### config.mk
export PLATFORM = sky130hd
export DESIGN_NAME = syscall_unit
export DESIGN_NICKNAME = d
export VERILOG_FILES = /design/src/rtl/syscall_unit.sv
export SDC_FILE = /design/constraint.sdc
export NUM_CORES = 1
export LEC_CHECK = 0
export ABC_CLOCK_PERIOD_IN_PS = 10000
export BUFFER_PORTS_ARGS = -buffer_cell sky130_fd_sc_hd__buf_4
export CAP_MARGIN = 15
export CORE_MARGIN = 1.5
export CORE_UTILIZATION = 45
export DETAILED_ROUTE_END_ITERATION = 10
export PLACE_DENSITY = 0.66
export SYNTH_ARGS = -nofsm -noshare
export SYNTH_HDL_FRONTEND = slang
export SYNTH_SLANG_ARGS = --single-unit
### constraint.sdc
create_clock -name clk -period 10 [get_ports clk]
set_clock_uncertainty 0.05 [all_clocks]
set_input_delay 1 -clock clk [delete_from_list [all_inputs] [get_ports clk]]
set_output_delay 1 -clock clk [all_outputs]
set_load 0.01 [all_outputs]
### src/rtl/syscall_unit.sv
// Environment-call handler: decodes function code A/argument B into LED writes,
// console FIFO pushes, input/cycle-counter reads on eret, and an ordered halt.
module syscall_unit #(
    parameter int XLEN       = 32,
    parameter int LED_CH     = 2,
    parameter int IN_CH      = 2,
    parameter int FIFO_DEPTH = 8
) (
    input  logic                    clk,
    input  logic                    rst,
    input  logic                    ecall,
    input  logic [XLEN-1:0]         A,
    input  logic [XLEN-1:0]         B,
    output logic [XLEN-1:0]         eret,
    output logic                    stall,
    input  logic [IN_CH*XLEN-1:0]   in_data,
    output logic [LED_CH*XLEN-1:0]  ledData,
    output logic                    nHalt,
    output logic                    out_valid,
    input  logic                    out_ready,
    output logic [XLEN-1:0]         out_data,
    output logic                    out_tag
);

    // state   | meaning
    // S_RUN   | calls accepted normally
    // S_DRAIN | halt requested; calls blocked, FIFO keeps emptying
    // S_HALTED| nHalt low, counter frozen; left only through rst
    typedef enum logic [1:0] {S_RUN, S_DRAIN, S_HALTED} state_t;

    localparam int AW = (FIFO_DEPTH > 1) ? $clog2(FIFO_DEPTH) : 1;
    localparam int CW = $clog2(FIFO_DEPTH + 1);

    state_t               state_q;
    logic                 nhalt_q;
    logic [XLEN-1:0]      cyc_q;
    logic [CW-1:0]        cnt_q, cnt_d;
    logic [AW-1:0]        wr_q, rd_q;
    logic [XLEN:0]        mem_q [FIFO_DEPTH];
    logic [LED_CH*XLEN-1:0] led_q;

    logic is_push, full, acc, push, pop;
    logic [XLEN:0] push_data;

    assign is_push   = (A == XLEN'(32'h01)) | (A == XLEN'(32'h0B));
    assign full      = (cnt_q == CW'(FIFO_DEPTH));
    assign out_valid = (cnt_q != '0);
    assign stall     = (state_q != S_RUN) | (ecall & is_push & full & ~out_ready);
    assign acc       = ecall & ~stall;
    assign push      = acc & is_push;
    assign pop       = out_valid & out_ready;
    assign push_data = (A == XLEN'(32'h01)) ? {1'b0, B}
                                            : {1'b1, {(XLEN-8){1'b0}}, B[7:0]};

    assign out_data = mem_q[rd_q][XLEN-1:0];
    assign out_tag  = mem_q[rd_q][XLEN];
    assign ledData  = led_q;
    assign nHalt    = nhalt_q;

    always_comb begin
        cnt_d = cnt_q;
        if (push && !pop) begin
            cnt_d = cnt_q + CW'(1);
        end else if (!push && pop) begin
            cnt_d = cnt_q - CW'(1);
        end
    end

    always_comb begin
        eret = '0;
        if (A == XLEN'(32'h20)) begin
            eret = cyc_q;
        end
        for (int k = 0; k < IN_CH; k++) begin
            if (A == XLEN'(32'h80 + k)) begin
                eret = in_data[k*XLEN +: XLEN];
            end
        end
    end

    // Halt is taken on the edge the FIFO becomes empty, so nHalt falls with the last pop.
    always_ff @(posedge clk) begin
        if (rst) begin
            state_q <= S_RUN;
            nhalt_q <= 1'b1;
        end else begin
            case (state_q)
                S_RUN: begin
                    if (acc && (A == XLEN'(32'h0A))) begin
                        state_q <= S_DRAIN;
                    end
                end
                S_DRAIN: begin
                    if (cnt_d == '0) begin
                        state_q <= S_HALTED;
                        nhalt_q <= 1'b0;
                    end
                end
                S_HALTED: begin
                    state_q <= S_HALTED;
                end
                default: begin
                    state_q <= S_RUN;
                end
            endcase
        end
    end

    always_ff @(posedge clk) begin
        if (rst) begin
            cnt_q <= '0;
            wr_q  <= '0;
            rd_q  <= '0;
            cyc_q <= '0;
            led_q <= '0;
        end else begin
            cnt_q <= cnt_d;
            if (push) begin
                wr_q <= wr_q + AW'(1);
            end
            if (pop) begin
                rd_q <= rd_q + AW'(1);
            end
            if (nhalt_q) begin
                cyc_q <= cyc_q + XLEN'(1);
            end
            for (int k = 0; k < LED_CH; k++) begin
                if (acc && (A == XLEN'(32'h22 + k))) begin
                    led_q[k*XLEN +: XLEN] <= B;
                end
            end
        end
    end

    always_ff @(posedge clk) begin
        if (push) begin
            mem_q[wr_q] <= push_data;
        end
    end

endmodule

==> results.py, run 1 <==
metrics = {
    "run_status": {
        "outcome": "complete, no violations",
    },
    "global_routing": {
        "antenna_found_initial": 0,
        "grt_pass1_vias": 9760,
        "globalRouteOverflowTotal": 0,
        "grt_max_degree": 71,
        "track_usage_pct": 20.0,
        "grt_pass1_wl_um": 54900,
    },
    "critical_path": {
        "crit_required_ps": 8950,
        "r2r-start": "cnt_q[0]",
        "critPathLaunchType": "primary input",
        "critPathCaptureType": "primary output",
        "reg2regPathDepth": 7,
        "regToRegSetupSlack_ps": 6680,
        "arrival_ps": 3250,
        "worstPathMaxFanout": 32,
        "path_class": "primary input to primary output",
        "r2r-end": "mem_q[1][24]",
    },
    "run": {
        "maxCapViolations": 0,
    },
    "finish": {
        "drive_gt1_share_pct": 33.1,
        "n_antenna_cell": 0,
        "syn_to_final_growth_pct": 24.2,
        "final_cell_mix": "275 x buf_4, 264 x edfxtp_1, 196 x nand2_1",
        "layout_commonest_cell": "buf_4",
        "final_nets": 1478,
    },
    "routing": {
        "vias": 9623,
        "drt_iter0_drc": 541,
        "ant_nets": 0,
        "via_per_inst": 5.30,
        "first_pass_iters": 5,
        "wirelength_um": 35100,
        "drc": 0,
        "wl_per_cell_um": 19.3,
    },
    "floorplanning": {
        "fp-row-count": 67,
        "initial_utilization_pct": 45.6,
        "die_h_um": 187,
        "core_area_um2": 33500,
        "dieArea_um2": 35100,
        "ios": 264,
        "die_w_um": 187,
    },
    "worst_hold_path": {
        "hp-class": "flip-flop to flip-flop",
        "hold-path-endpoint": "ledData[49]",
        "hp-start": "ledData[49]",
        "worstHoldPathCells": 2,
    },
    "timing": {
        "fin_setup_tns_ps": 0,
        "slew_headroom_pct": 29.9,
        "fin_crit_sh_pct": 43.0,
        "min_period_ps": 4300,
        "finalSetupViolCount": 0,
        "rsz0062_at_grt": "no",
        "max_freq_mhz": 233,
        "hold_violations": 0,
        "drv_slew": 0,
        "worst_pin_slew_ps": 1050,
    },
    "logic_synthesis": {
        "syn_inst": 1082,
        "synth_area_leader_cell": "edfxtp_1",
        "yosysWarnings": 0,
        "synth_edf_count": 264,
        "synth_top_area_share_pct": 51.8,
        "ys_types": 46,
        "syn_area_um2": 15300,
        "synthFlopType": "edfxtp_1",
        "synth_seq_cells": 376,
        "async_reset_ff_share_pct": 0,
        "avgSynthCellArea_um2": 14.1,
        "synth_fp_nets": 1222,
        "synth_area_leaders": "edfxtp_1 52%, dfxtp_1 15%, mux4_2 9.7%, nand2_1 4.8%, mux2i_1 2.5%",
        "ys_seq_area_share_pct": 66.5,
    },
    "clocking": {
        "cts-root-buf": "clkbuf_16",
        "cts_tree": "done",
        "clk_latency_ps": 510,
        "cts_hold_buf": 0,
        "htree_levels": 2,
        "cts_buffers": 38,
        "post_cts_resized": 0,
        "cts.path.max_buffers": 3,
        "clk_pin_slew_ps": 60,
        "cts_setup_buffers": 0,
        "clkSinkCount": 376,
    },
    "placement": {
        "finalWeightedCongestion": 0.771,
        "dp_hpwl_um": 21800,
        "portBuffers": 263,
    },
    "power": {
        "total_power_uw": 3160,
        "power_density_nw_per_um2": 167,
        "p_leak_uw": 0.00650,
        "peakVddDrop_mv": 0.102,
    },
}
==> worst max-delay path by stage <==
stage	from	endpoint	slack, ps	cells after the start
3_3_place_gp	A[9]	mem_q[7][24]	5790	6
6_report	A[9]	eret[2]	5700	7
3_5_place_dp	A[9]	eret[10]	5710	7
4_1_cts	A[9]	eret[10]	5690	7
2_1_floorplan	A[12]	mem_q[0][0]	4740	5
5_1_grt	A[12]	eret[29]	5370	7
==> cell families (layout without fill, tap and decap cells) <==
| family | after synthesis | in the layout | synth area share (%) |
|---|---|---|---|
| adder cells (fa/ha/maj) | 8 | 8 | 0.655 |
| AO/OA/AOI/OAI | 123 | 123 | 4.39 |
| XOR/XNOR | 30 | 30 | 1.72 |
| buffers and inverters | 72 | 357 | 1.77 |
| flip-flops | 376 | 376 | 66.5 |
| AND/OR/NAND/NOR | 336 | 336 | 10.3 |
| multiplexers | 137 | 137 | 14.6 |
==> power by group <==
group          switching [uW]  total, uW  internal, uW
clock                     567       1400           837
sequential               5.38       1660          1650
combinational            46.7        104          57.2
total                     619       3160          2550
==> registers in the layout, summed over array words and instances (netlist names), named ones only <==
signal   count
cnt_q        4
cyc_q       32
ledData     64
mem_q      264
nHalt        1
rd_q         3
state_q      2
wr_q         3
==> stage by stage <==
step                worst slack (ps)  hold slack (ps)  cell area (um2)  util, %  cells
floorplan                       4740              385            15300        -   1082
global placement                5790              388            17700     52.9   1745
detailed placement              5710              395            17700     52.9   1745
CTS                             5690              402            19000     56.6   1814
global route                    5370              417            19000     56.7   1815
finish                          5700              398            19000     56.7   1815
==> per-layer routing <==
| metal | global-route usage [%] | vias to the layer above | wire [um] |
|---|---|---|---|
| met3 | 3.49 | 50 | 1910 |
| li1 | - | 4515 | - |
| met2 | 34.9 | 308 | 17600 |
| met1 | 26.0 | 4750 | 14900 |
| met5 | 0 | - | 0 |
| met4 | 4.93 | 0 | 676 |
==> worst max-delay path, cell delays in order <==
cell     delay [ps]
buf_4           110
nor4_2          290
nand4_2         270
nor2_1          230
nand3_1         700
o21ai_0         470
buf_4           180
==> synthesized netlist by cell type (all sizes together) (12+ instances only) <==
| library cell | number |
|---|---|
| edfxtp | 264 |
| nand2 | 196 |
| dfxtp | 112 |
| a21oi | 74 |
| mux4 | 66 |
| clkbuf | 49 |
| o21ai | 40 |
| mux2i | 38 |
| nor2 | 38 |
| mux2 | 33 |
| and2 | 29 |
| xor2 | 21 |
| inv | 12 |
==> layout make-up <==
cell class,count,area [um2]
multi-input combinational,634,4900
clock buffer,52,1040
sequential,376,10200
clock inverter,17,185
timing repair buffer,276,2080
inverter,12,45.0
tap,448,561
fill,2713,14500
No activity file was read; power rests on OpenSTA's default activity.
==> run 2: changes to the inputs <==
- ABC_AREA: default -> 1
- ABC_CLOCK_PERIOD_IN_PS: 10000 -> 3800
- PLACE_DENSITY: 0.66 -> 0.69
- clock period: 10 -> 3.8 ns (I/O delays scaled with it)
==> run 2 against run 1 <==
Wire length is 20% higher; largest cell class unchanged; via count grew 31%; global-route usage up 2.7 points; die area increased by 5.0%; setup slack lost 5100 ps.
==> results.py, run 2 <==
metrics = {
    "timing": {
        "hold_violations": 0,
        "finalSetupViolCount": 0,
        "rsz0062_at_grt": "no",
        "min_period_ps": 3220,
        "drv_slew": 0,
        "worst_pin_slew_ps": 879,
        "layout_setup_ws_ps": 585,
        "fin_crit_sh_pct": 84.6,
        "slew_headroom_pct": 41.3,
        "max_freq_mhz": 311,
    },
    "finish": {
        "final_cell_mix": "319 x nor2_1, 292 x buf_4, 264 x edfxtp_1",
        "layout_commonest_cell": "nor2_1",
        "drive_gt1_share_pct": 20.3,
        "top_register": "mem_q",
        "n_antenna_cell": 0,
        "largest_reg_flops": 264,
        "design_area_um2": 19900,
        "syn_to_final_growth_pct": 23.6,
        "final_nets": 2018,
        "nFillCells": 3058,
        "fin_cells": 2370,
        "multi_input_area_um2": 4840,
        "seqCellArea_um2": 10200,
    },
    "clocking": {
        "clkSinkCount": 376,
        "cts_hold_buf": 0,
        "post_cts_resized": 0,
        "cts_buffers": 39,
        "cts_tree": "done",
        "cts.path.max_buffers": 3,
        "clk_pin_slew_ps": 60,
        "clk_latency_ps": 530,
        "cts_setup_buffers": 0,
        "cts-root-buf": "clkbuf_16",
        "htree_levels": 2,
    },
    "floorplanning": {
        "initial_utilization_pct": 45.4,
        "dieArea_um2": 36800,
        "die_w_um": 192,
        "ios": 264,
        "core_area_um2": 35400,
        "fp-row-count": 69,
        "die_h_um": 192,
    },
    "logic_synthesis": {
        "synth_edf_count": 264,
        "yosysWarnings": 0,
        "syn_inst": 1636,
        "avgSynthCellArea_um2": 9.82,
        "synth-compound-area-share_pct": 15.0,
        "synth_fp_nets": 1776,
        "synth_xor_area_share_pct": 0.654,
        "synth.most_common_cell": "nor2_1",
        "synthFlopType": "edfxtp_1",
        "synthMuxAreaShare_pct": 0,
        "synth_area_leaders": "edfxtp_1 49%, dfxtp_1 14%, nor2_1 7.5%, o21ai_0 6.6%, inv_1 4.5%",
        "synth_seq_cells": 376,
        "synth_top_family_by_area": "compound AO/OA/AOI/OAI gates",
        "synthAdderAreaFrac_pct": 0.623,
        "synth_top_area_share_pct": 49.3,
        "yosys-top-cells-count": "319 x nor2_1, 264 x edfxtp_1, 212 x o21ai_0",
        "syn_area_um2": 16100,
        "ys_types": 43,
        "synth_area_leader_cell": "edfxtp_1",
        "ys_seq_area_share_pct": 63.3,
        "async_reset_ff_share_pct": 0,
        "synth-simple-area-share_pct": 13.6,
    },
    "placement": {
        "portBuffers": 263,
        "finalWeightedCongestion": 0.884,
        "placed_cells": 2298,
        "dp_hpwl_um": 27200,
        "dp_slack_ps": 682,
        "place_area_um2": 18500,
    },
    "power": {
        "total_power_uw": 11100,
        "peakVddDrop_mv": 0.544,
        "sequentialPowerShare_pct": 40.4,
        "pwr-share-comb_pct": 24.5,
        "clkPwrFrac_pct": 35.1,
        "p_leak_uw": 0.00729,
        "p_switching_uw": 3360,
        "p_int_uw": 7780,
        "power_density_nw_per_um2": 561,
        "swShare_pct": 30.2,
    },
    "routing": {
        "vias": 12600,
        "first_pass_iters": 5,
        "drc": 0,
        "drt_iter0_drc": 942,
        "wl_per_cell_um": 17.8,
        "wirelength_um": 42200,
        "ant_nets": 0,
        "via_per_inst": 5.32,
    },
    "run": {
        "maxCapViolations": 0,
    },
    "global_routing": {
        "track_usage_pct": 22.7,
        "antenna_found_initial": 0,
        "grt_pass1_vias": 12000,
        "grt_max_degree": 67,
        "globalRouteOverflowTotal": 0,
        "grt_pass1_wl_um": 65100,
    },
    "run_status": {
        "outcome": "complete, no violations",
    },
    "critical_path": {
        "critPathCaptureType": "primary output",
        "crit_chain": "inv_2 -> buf_4 -> o21ai_0 -> o22ai_1 -> nor2_1 -> a31oi_1 -> buf_4",
        "worstPathMaxFanout": 38,
        "crit_required_ps": 3370,
        "arrival_ps": 2790,
        "slowest_stage": "inv_2",
        "cp_common_cell": "buf_4",
        "critPathLaunchType": "flip-flop",
        "path_class": "flip-flop to primary output",
        "max_stage_delay_ps": 510,
    },
    "worst_hold_path": {
        "hp-class": "primary input to flip-flop",
    },
}
run 2: cell types whose count changed after synthesis, moves of 38 or more:
cell     change
o21ai_0    +172
mux2i_1     -38
mux4_2      -66
nand2_1     -88
inv_1      +179
nor2_1     +281
run 2: routing by layer:
layer / vias up / GRT usage (%) / part of all wire (%)
li1: 6115 / - / -
met3: 69 / 4.40 / 6.5
met5: - / 0 / 0
met2: 399 / 37.2 / 48
met1: 6030 / 30.7 / 43
met4: 0 / 6.28 / 2.1
run 2: final cells by class:
class / instances / share of cell area, %
well taps: 461 / 2.90
clock inverters: 22 / 1.53
clock buffers: 50 / 5.12
inverters: 197 / 3.72
flip-flops and latches: 376 / 51.2
multi-input cells: 971 / 24.4
repair buffers: 293 / 11.1
run 2: cells by family after synthesis:
family	after synthesis
flops	376
simple gates	515
compound gates	436
xor+xnor	12
fa+ha+maj	8
buf+inv	289
run 2: path summary, 6_finish.rpt:
kind / start / to / slack [ps] / cells after the start
min: B[0] / mem_q[0][0] / 50 / 1
max reg2reg: cnt_q[0] / ledData[15] / 1240 / 11
max: flip-flop / out_data[2] / 580 / 7
min reg2reg: ledData[10] / ledData[10] / 390 / 2
run 2: power groups by stage:
| stage | Combinational (uW) | Clock [uW] | Sequential, uW |
|---|---|---|---|
| after floorplan | 1670 | 0 | 4530 |
| after global placement | 2710 | 0 | 4580 |
| after detailed placement | 2760 | 0 | 4590 |
| after CTS | 2760 | 3980 | 4500 |
| after global routing | 3010 | 4140 | 4510 |
| final | 2740 | 3910 | 4500 |
run 2: metrics by stage:
stage,util (%),setup TNS (ps),hold WS (ps)
floorplan,-,-75140,383
global placement,52.4,0,383
detailed placement,52.4,0,387
CTS,56.1,0,35.5
global route,56.1,0,44.7
finish,56.1,0,52.8
run 2: critical path: cells and delay by family, from the launching register on:
| family | cells | cell delay, ps |
|---|---|---|
| AOI/OAI and AO/OA | 3 | 640 |
| buffers and inverters | 3 | 1080 |
| DFF | 1 | 440 |
| and+or+nand+nor | 1 | 70 |
